--- config.mk ---
export PLATFORM = sky130hd
export DESIGN_NAME = regfile_dump
export DESIGN_NICKNAME = d
export VERILOG_FILES = /design/src/rtl/regfile_dump.sv
export SDC_FILE = /design/constraint.sdc
export NUM_CORES = 1
export LEC_CHECK = 0
export BUFFER_PORTS_ARGS = -buffer_cell sky130_fd_sc_hd__buf_2
export CORE_ASPECT_RATIO = 1.5
export CORE_MARGIN = 10
export CORE_UTILIZATION = 45
export CTS_BUF_LIST = sky130_fd_sc_hd__clkbuf_4
export DETAILED_ROUTE_END_ITERATION = 12
export HOLD_SLACK_MARGIN = 0.08
export PLACE_DENSITY = 0.74
export SYNTH_ARGS = -nofsm -noshare
export SYNTH_HDL_FRONTEND = slang
export SYNTH_SLANG_ARGS = --single-unit
--- constraint.sdc ---
create_clock -name clk -period 2.7 [get_ports clk]
set_input_delay 0.54 -clock clk [delete_from_list [all_inputs] [get_ports clk]]
set_output_delay 0.54 -clock clk [all_outputs]
set_load 0.02 [all_outputs]
--- src/rtl/regfile_dump.sv ---
`timescale 1ns/1ps
// Debug reader for the integer register file: walks addresses 0..NUM_REGS-1 through
// one combinational read port and streams (address, data) beats on a valid/ready port.
module regfile_dump #(
    parameter int NUM_REGS = 32,
    parameter int ADDR_W   = 5,
    parameter int DATA_W   = 32
) (
    input  logic              clk,
    input  logic              rst_n,
    input  logic              start,
    output logic [ADDR_W-1:0] rd_addr,
    input  logic [DATA_W-1:0] rd_data,
    output logic              m_valid,
    input  logic              m_ready,
    output logic [ADDR_W-1:0] m_addr,
    output logic [DATA_W-1:0] m_data,
    output logic              m_last,
    output logic              busy,
    output logic              done
);

    typedef enum logic [1:0] {IDLE, READ, SEND, DONE} state_t;

    localparam logic [ADDR_W-1:0] LAST_IDX = ADDR_W'(NUM_REGS - 1);

    state_t            state;
    logic [ADDR_W-1:0] idx;

    // rd_addr is kept as a register that tracks idx during a scan and parks at 0 otherwise
    always_ff @(posedge clk or negedge rst_n) begin
        if (!rst_n) begin
            state   <= IDLE;
            idx     <= '0;
            rd_addr <= '0;
            m_valid <= 1'b0;
            m_addr  <= '0;
            m_data  <= '0;
            m_last  <= 1'b0;
            busy    <= 1'b0;
            done    <= 1'b0;
        end else begin
            done <= 1'b0;
            case (state)
                IDLE: begin
                    if (start) begin
                        idx     <= '0;
                        rd_addr <= '0;
                        busy    <= 1'b1;
                        state   <= READ;
                    end
                end
                READ: begin
                    m_data  <= rd_data;
                    m_addr  <= idx;
                    m_last  <= (idx == LAST_IDX);
                    m_valid <= 1'b1;
                    state   <= SEND;
                end
                SEND: begin
                    if (m_valid && m_ready) begin
                        m_valid <= 1'b0;
                        if (idx == LAST_IDX) begin
                            rd_addr <= '0;
                            done    <= 1'b1;
                            state   <= DONE;
                        end else begin
                            idx     <= idx + ADDR_W'(1);
                            rd_addr <= idx + ADDR_W'(1);
                            state   <= READ;
                        end
                    end
                end
                DONE: begin
                    busy  <= 1'b0;
                    state <= IDLE;
                end
                default: state <= IDLE;
            endcase
        end
    end

endmodule

==> impl_results.md, run 1 <==
* Clock buffer depth at 2
* Crit Path Category: flop to flop
* Die Wd at slightly below 80 um
* Layout cells sized above 1 at 0.5895
* Multi-input logic area at a little under 800 sq um
* Cell Area, Synth at between 2000 and 2500 sq um
* Detailed Place HPWL at around 3.6 mm
* Placer Congestion at a little under 0.8
* Die ar. at a little over 8000 sq um
* Grt ovf at 0
* Pleak at between 1 and 1.5 nW
* Syn avg cell area at 15.26 sq um
* Worst-path clk slew at around 150 ps
* Place WS at 654.5 ps
* TNS Setup at 0 ps
* Drt total wl at roughly 4.7 mm
* Starting density of the core at 0.4574
* Top-count cell post-synth: dfrtp_1
* Area leader, netlist: dfrtp_1
* GRT Total Usage at 0.1192
* Worst-path fanout max at 5
* CP endpoint: idx[4]$_DFFE_PN0P_
* Startpoint type of the worst setup path: flop
* Sw power at approximately 0.0012 W
* Routed Antenna Nets at 0
* Area contributors post-synth: dfrtp_1, mux2_2, mux2_4
* Die H at between 100 and 150 um
* Reg2Reg Launch Point: idx[0]$_DFFE_PN0P_
* Number of clock sinks at 53
* Seq/Total Area, Yosys at 0.6078
* Mapped Nets at between 150 and 200
* Outcome: finished clean
* Sequential group share of total power at 0.404
* TritonCTS clock tree: yes
* Core footprint at ~4800 sq um
* Switching part of the total at 0.3719
* Hold WC Path Type: primary input to asynchronous set/reset pin
* Final Slew Violations at 0
* Combinational fraction of design power at 0.429
* CTS Hold Bufs at 0
* Post-CTS Setup Inserts at 0
* Vias per cell at 4.827
* Clock root buffer: clkbuf_4
* Worst-Margin Slew at between 600 and 700 ps
* Clk pwr share at 0.167
* Final setup viols at 0
* I/O Pins at 82
* Seq. cell area at between 1000 and 1500 sq um
* Final worst slack at just over 600 ps
* WL per Instance at roughly 16 um
* Fin nets at roughly 270
* Slew headroom at 0.5711
* VDD IR max at between 0.6 and 0.7 mV
* First-pass GRT wire length at 7.907 mm
* Asr flop ratio synth at 1.000
* Worst Skew at approximately 13 ps
* Final period util at 0.7712
* Register bit total from synthesis at 53
* DRT Pass-1 Iters at 4
* Critical R2R Capture: idx[4]$_DFFE_PN0P_
* CP required at between 2000 and 3000 ps
* Power Dens Cells at 1161 nW/um^2
* Rows at 31
* R2R setup slack at between 600 and 700 ps
* Vias at ~1400
* Final min period at approximately 2100 ps
* Syn. warnings at 0
* List of most frequent post-synthesis cells: dfrtp_1, mux2_2, mux2_4, inv_1, o2bb2ai_1
* Number of max-cap violations at 0
* # resized after CTS at 0
* Drt first-iter violations at 71
* Worst EP arrival at approximately 2400 ps
* Residual DRC at 0
* Syn Inst Count at approximately 140
* Main flop type after synthesis: dfrtp_1
* Worst Setup SP: idx[0]$_DFFE_PN0P_
* Synth-to-Final Area Change at 25.75%
* Clk_lat worst skew at about 370 ps
* Critical Path End Type: flop
* Top cell type's share of synthesized area at 0.6078
* FMAX at just under 0.5 GHz
* ANT cells at 0
* Port Buffer Count at just over 80
* FF-to-FF path depth at 6
* EDFF count, synth at 0
* Antenna violations before repair at 0
* Final Hold Fails at 0
* H-tree levels at 2
* Vias in the first global route at around 1600
* CTS buffer count at 5
* P_int at between 0.002 and 0.0025 W
* Yosys cell types at 32
* Fill cells at around 430
* RSZ-0062 raised after global routing: false
* Largest net degree at the start of global routing at 54
## metal layers
layer	part of all wire	vias up	global-route usage
met4	0.016	0	0.04400
met5	0	-	0
met3	0.092	7	0.05952
li1	-	678	-
met2	0.51	51	0.2050
met1	0.38	688	0.1210
## cells by family after synthesis
family	Yosys count	synth area share
buffers and inverters	11	0.03039
DFF	53	0.6078
adders and majority gates	3	0.01720
AOI/OAI and AO/OA	17	0.05964
and+or+nand+nor	16	0.05103
muxes	41	0.2259
xor gates and xnor gates	2	0.008029
## state kept, by name, summed over array words and instances, names as in the netlist
name / cells
busy: 1
m_data: 32
m_addr: 5
m_last: 1
m_valid: 1
idx: 5
state: 2
done: 1
rd_addr: 5
## through the flow
step / power, W / utilization / cells / cell area [sq um] / hold slack [ps]
floorplan: 0.002267 / - / 143 / 2182 / 244.4
global placement: 0.002672 / 0.5536 / 287 / 2641 / 479.6
detailed placement: 0.002703 / 0.5536 / 287 / 2641 / 483.9
CTS: 0.003238 / 0.5751 / 295 / 2744 / 269.1
global route: 0.003391 / 0.5751 / 295 / 2744 / 285.3
finish: 0.003186 / 0.5751 / 295 / 2744 / 262.9
## critical path: stages (launching register included)
cell	delay (ps)
dfrtp_1	460
ha_1	250
and3_1	210
ha_1	230
nand4b_1	210
a21oi_2	270
mux2_1	340
## cells in the final DEF (no fill, tap or decap), types with 2 or more instances in the layout
cell type,instances
a21oi_1,2
mux2_2,29
mux2_4,9
clkbuf_4,5
bufinv_16,2
dfrtp_1,53
mux2i_1,2
nor2_1,3
inv_1,6
nand3_1,2
ha_1,3
nor3_1,2
nand2b_2,2
a22o_1,2
buf_2,81
buf_4,2
o21ai_0,3
o2bb2ai_1,4
## cell type report
type / instances / area share
Sequential cell: 53 / 0.4834
Clock buffer: 5 / 0.01368
Clock inverter: 3 / 0.02371
Timing Repair Buffer: 83 / 0.1532
Tap cell: 66 / 0.03010
Multi-Input combinational cell: 79 / 0.2877
Inverter: 6 / 0.008208
## worst min-delay path by stage
stage                                 from                endpoint  slack (ps)  depth (start not counted)
floorplan                            rst_n        busy$_DFFE_PN0P_         240                          0
global placement    rd_addr[0]$_DFFE_PN0P_  rd_addr[0]$_DFFE_PN0P_         480                          1
detailed placement  rd_addr[3]$_DFFE_PN0P_  rd_addr[3]$_DFFE_PN0P_         480                          1
CTS                                  rst_n    state[0]$_DFFE_PN0P_         270                          2
global route                         rst_n  m_data[14]$_DFFE_PN0P_         290                          2
finish                               rst_n  m_data[13]$_DFFE_PN0P_         260                          2
## power groups by stage
stage | Clock (W) | Sequential, W | Combinational [W]
after global routing | 0.000585 | 0.00134 | 0.00147
after floorplan | 0 | 0.00163 | 0.000634
after CTS | 0.000549 | 0.00129 | 0.00140
final | 0.000532 | 0.00129 | 0.00137
after global placement | 0 | 0.00129 | 0.00138
after detailed placement | 0 | 0.00131 | 0.00140
Power figures use the tool's default switching activity.
==> inputs of run 2 (changes only) <==
--- a/config.mk
+++ b/config.mk
@@ -5,6 +5,7 @@
 export SDC_FILE = /design/constraint.sdc
 export NUM_CORES = 1
 export LEC_CHECK = 0
+export ABC_AREA = 1
 export BUFFER_PORTS_ARGS = -buffer_cell sky130_fd_sc_hd__buf_2
 export CORE_ASPECT_RATIO = 1.5
 export CORE_MARGIN = 10
@@ -12,7 +13,7 @@
 export CTS_BUF_LIST = sky130_fd_sc_hd__clkbuf_4
 export DETAILED_ROUTE_END_ITERATION = 12
 export HOLD_SLACK_MARGIN = 0.08
-export PLACE_DENSITY = 0.74
+export PLACE_DENSITY = 0.77
 export SYNTH_ARGS = -nofsm -noshare
 export SYNTH_HDL_FRONTEND = slang
 export SYNTH_SLANG_ARGS = --single-unit
==> constraint.sdc (replaced) <==
create_clock -name clk -period 1.9 [get_ports clk]
set_input_delay 0.38 -clock clk [delete_from_list [all_inputs] [get_ports clk]]
set_output_delay 0.38 -clock clk [all_outputs]
set_load 0.02 [all_outputs]
==> run 2 against run 1 <==
Global-route usage rose by 0.93 points. Sequential power rose by 40%. Register-to-register slack got worse by 370 ps. Critical path depth rose by 2. Cell count rose by 5.8%. First-iteration DRC count rose by 35%. Maximum frequency rose by 26%. Count of clock-buffer cells in the layout did not move. Synthesized area rose by 1.5%. Synthesized cell count rose by 9.8%. Clock skew rose by 7.2 ps. Clock power fell by 5.1%. Largest cell class unchanged.
==> impl_results.md, run 2 <==
* I/O Pins at 82 (unchanged)
* Worst-path clk slew at 160 ps (about the same)
* Die Wd at 77.30 um (+0.57%)
* CTS buffer count at 5 (unchanged)
* Critical Path End Type: flop
* Worst Skew at 20.07 ps (+7.181 ps)
* Final min period at 1651 ps (-431.4 ps)
* ANT cells at 0 (unchanged)
* Final Hold Fails at 0 (unchanged)
* Most frequent cells in the layout: buf_2, dfrtp_1, mux2_4, nand2_1, o21ai_0
* Top cell type's share of synthesized area at 0.5985 (-0.009266)
* Most common cell after layout, fill and taps aside: buf_2
* WL per Instance at 15.92 um (-0.92%)
* Die H at 105.9 um (+0.63%)
* Register bit total from synthesis at 53 (unchanged)
* EDFF count, synth at 0 (unchanged)
* Slew headroom at 0.6640 (+0.09289)
* Worst EP arrival at 1920 ps (-430 ps)
* Number of clock sinks at 53 (unchanged)
* List of most frequent post-synthesis cells: dfrtp_1, mux2_4, nand2_1, o21ai_0, nand3_1
* Asr flop ratio synth at 1.000 (unchanged)
* Seq/Total Area, Yosys at 0.5985 (-0.009266)
* Syn Inst Count at 157 (+9.8%)
* Final period util at 0.8688 (+0.09763)
* Final Slew Violations at 0 (unchanged)
* Hold WC Path Type: primary input to flop
* CTS Hold Bufs at 1 (+1)
* Drt total wl at 4.966 mm (+4.8%)
* DRT Pass-1 Iters at 4 (unchanged)
* # resized after CTS at 0 (unchanged)
* Starting density of the core at 0.4607 (+0.003335)
* Worst Path Buf+Inv at 0 (unchanged)
* Vias per cell at 4.756 (-1.5%)
* Layout cells sized above 1 at 0.5447 (-0.04480)
* Final setup viols at 0 (unchanged)
* Worst-Margin Slew at 504.0 ps (-139.3 ps)
* Yosys cell types at 21 (-34%)
* Post-CTS Setup Inserts at 0 (unchanged)
* Area contributors post-synth: dfrtp_1, mux2_4, nand2_1
* Mapped Nets at 196 (+7.7%)
* Cell Area, Synth at 2216 sq um (+1.5%)
* CP cell instances: ha_1 -> nand2_1 -> nor2_1 -> ha_1 -> a21oi_1 -> nand3_1 -> nand2_1 -> o21ai_0
* TNS Setup at 0 ps (unchanged)
* Residual DRC at 0 (unchanged)
* Drt first-iter violations at 96 (+35%)
* Crit-path leading delay family: flip-flops
* Number of max-cap violations at 0 (unchanged)
* VDD IR max at 0.6859 mV (+13%)
* Rows at 31 (unchanged)
* Fin nets at 284 (+6.4%)
* Placer Congestion at 0.7928 (+2.9%)
* Vias in the first global route at 1637 (+0.80%)
* Slowest cell on crit path: dfrtp_1
* Die ar. at 8189 sq um (+1.2%)
* Max stage delay on crit path at 460 ps (about the same)
* Pleak at 1.522 nW (+10%)
* Synth-to-Final Area Change at 25.30%
* DP Cell Count at 303 (+5.6%)
* Vias at 1484 (+4.2%)
* Top-count cell post-synth: dfrtp_1
* Crit Path Category: flop to flop
* Antenna violations before repair at 0 (unchanged)
* TritonCTS clock tree: yes
* Clk_lat worst skew at 380 ps (about the same)
* Layout Cells excl Fill at 312 (+5.8%)
* First-pass GRT wire length at 8.521 mm (+7.8%)
* GRT Total Usage at 0.1285 (+0.009304)
* RSZ-0062 raised after global routing: false
* Routed Antenna Nets at 0 (unchanged)
* Syn avg cell area at 14.11 sq um (-7.5%)
* Detailed Place HPWL at 3.865 mm (+7.6%)
* Grt ovf at 0 (unchanged)
* Main flop type after synthesis: dfrtp_1
* Number of flip-flops under the largest register name at 32 (unchanged)
* Port Buffer Count at 81 (unchanged)
* Power Dens Cells at 1657 nW/um^2 (+43%)
* Outcome: finished clean
* Largest net degree at the start of global routing at 27 (-50%)
* FMAX at 0.6058 GHz (+26%)
* Clock root buffer: clkbuf_4
* Area leader, netlist: dfrtp_1
* Largest Register: m_data
* Worst-path fanout max at 6 (+1)
* Startpoint type of the worst setup path: flop
* H-tree levels at 2 (unchanged)
* Core footprint at 4810 sq um (+0.81%)
* Clock buffer depth at 2 (unchanged)
* Syn. warnings at 0 (unchanged)
* CP required at 2170 ps (-800 ps)
run 2: power by group:
| part | switching [W] | internal, W |
|---|---|---|
| combinational | 0.00122 | 0.00107 |
| sequential | 0.000251 | 0.00156 |
| clock | 0.000361 | 0.000144 |
| total | 0.00183 | 0.00277 |
run 2: worst reg2reg max path, stage by stage (launching register included):
cell and delay, ps:
dfrtp_1 460, ha_1 240, nand2_1 70, nor2_1 50
ha_1 210, a21oi_1 140, nand3_1 190, nand2_1 120
o21ai_0 80
run 2: final timing paths:
check | start | to | slack (ps) | cells past startpoint
max in group asynchronous | rst_n | m_data[8]$_DFFE_PN0P_ | 890 | 3
min in group asynchronous | rst_n | state[1]$_DFFE_PN0P_ | 490 | 2
hold reg to reg | rd_addr[0]$_DFFE_PN0P_ | rd_addr[0]$_DFFE_PN0P_ | 500 | 2
setup / recovery | idx[0]$_DFFE_PN0P_ | idx[1]$_DFFE_PN0P_ | 250 | 8
setup reg to reg | idx[0]$_DFFE_PN0P_ | idx[1]$_DFFE_PN0P_ | 250 | 8
hold / removal | rd_data[31] | m_data[31]$_DFFE_PN0P_ | 210 | 2
run 2: stage by stage:
stage | util | total power, W | area (sq um) | setup slack, ps | hold slack (ps)
floorplan | - | 0.003476 | 2216 | 418.4 | 84.41
global placement | 0.5627 | 0.004093 | 2706 | 316.9 | 389.0
detailed placement | 0.5627 | 0.004153 | 2706 | 259.4 | 380.7
CTS | 0.5773 | 0.004671 | 2776 | 232.1 | 205.6
global route | 0.5773 | 0.004921 | 2776 | 120.3 | 176.1
finish | 0.5773 | 0.004601 | 2776 | 249.3 | 212.3
run 2: layer usage:
metal  vias up  share of wire  track usage  wire length (um)
li1        702              -            -                 -
met1       724           0.39       0.1426              1943
met2        48           0.52       0.2182              2596
met3        10          0.063      0.04553               315
met4         0          0.022      0.05236               110
met5         -              0            0                 0
run 2: area by class of cell:
class                           instances  area [sq um]
Multi-Input combinational cell         92         814.5
Inverter                                8         30.03
Sequential cell                        53          1326
Timing Repair Buffer                   85         462.9
Clock buffer                            5         37.54
Tap cell                               66         82.58
Fill cell                             445          2033
Clock inverter                          3         22.52
run 2: logic make-up after synthesis:
family | synth area share
AO/OA/AOI/OAI | 0.02597
XOR/XNOR | 0.003953
adder cells (fa/ha/maj) | 0.01694
buffers and inverters | 0.03388
flip-flops | 0.5985
multiplexers | 0.2388
AND/OR/NAND/NOR | 0.08188
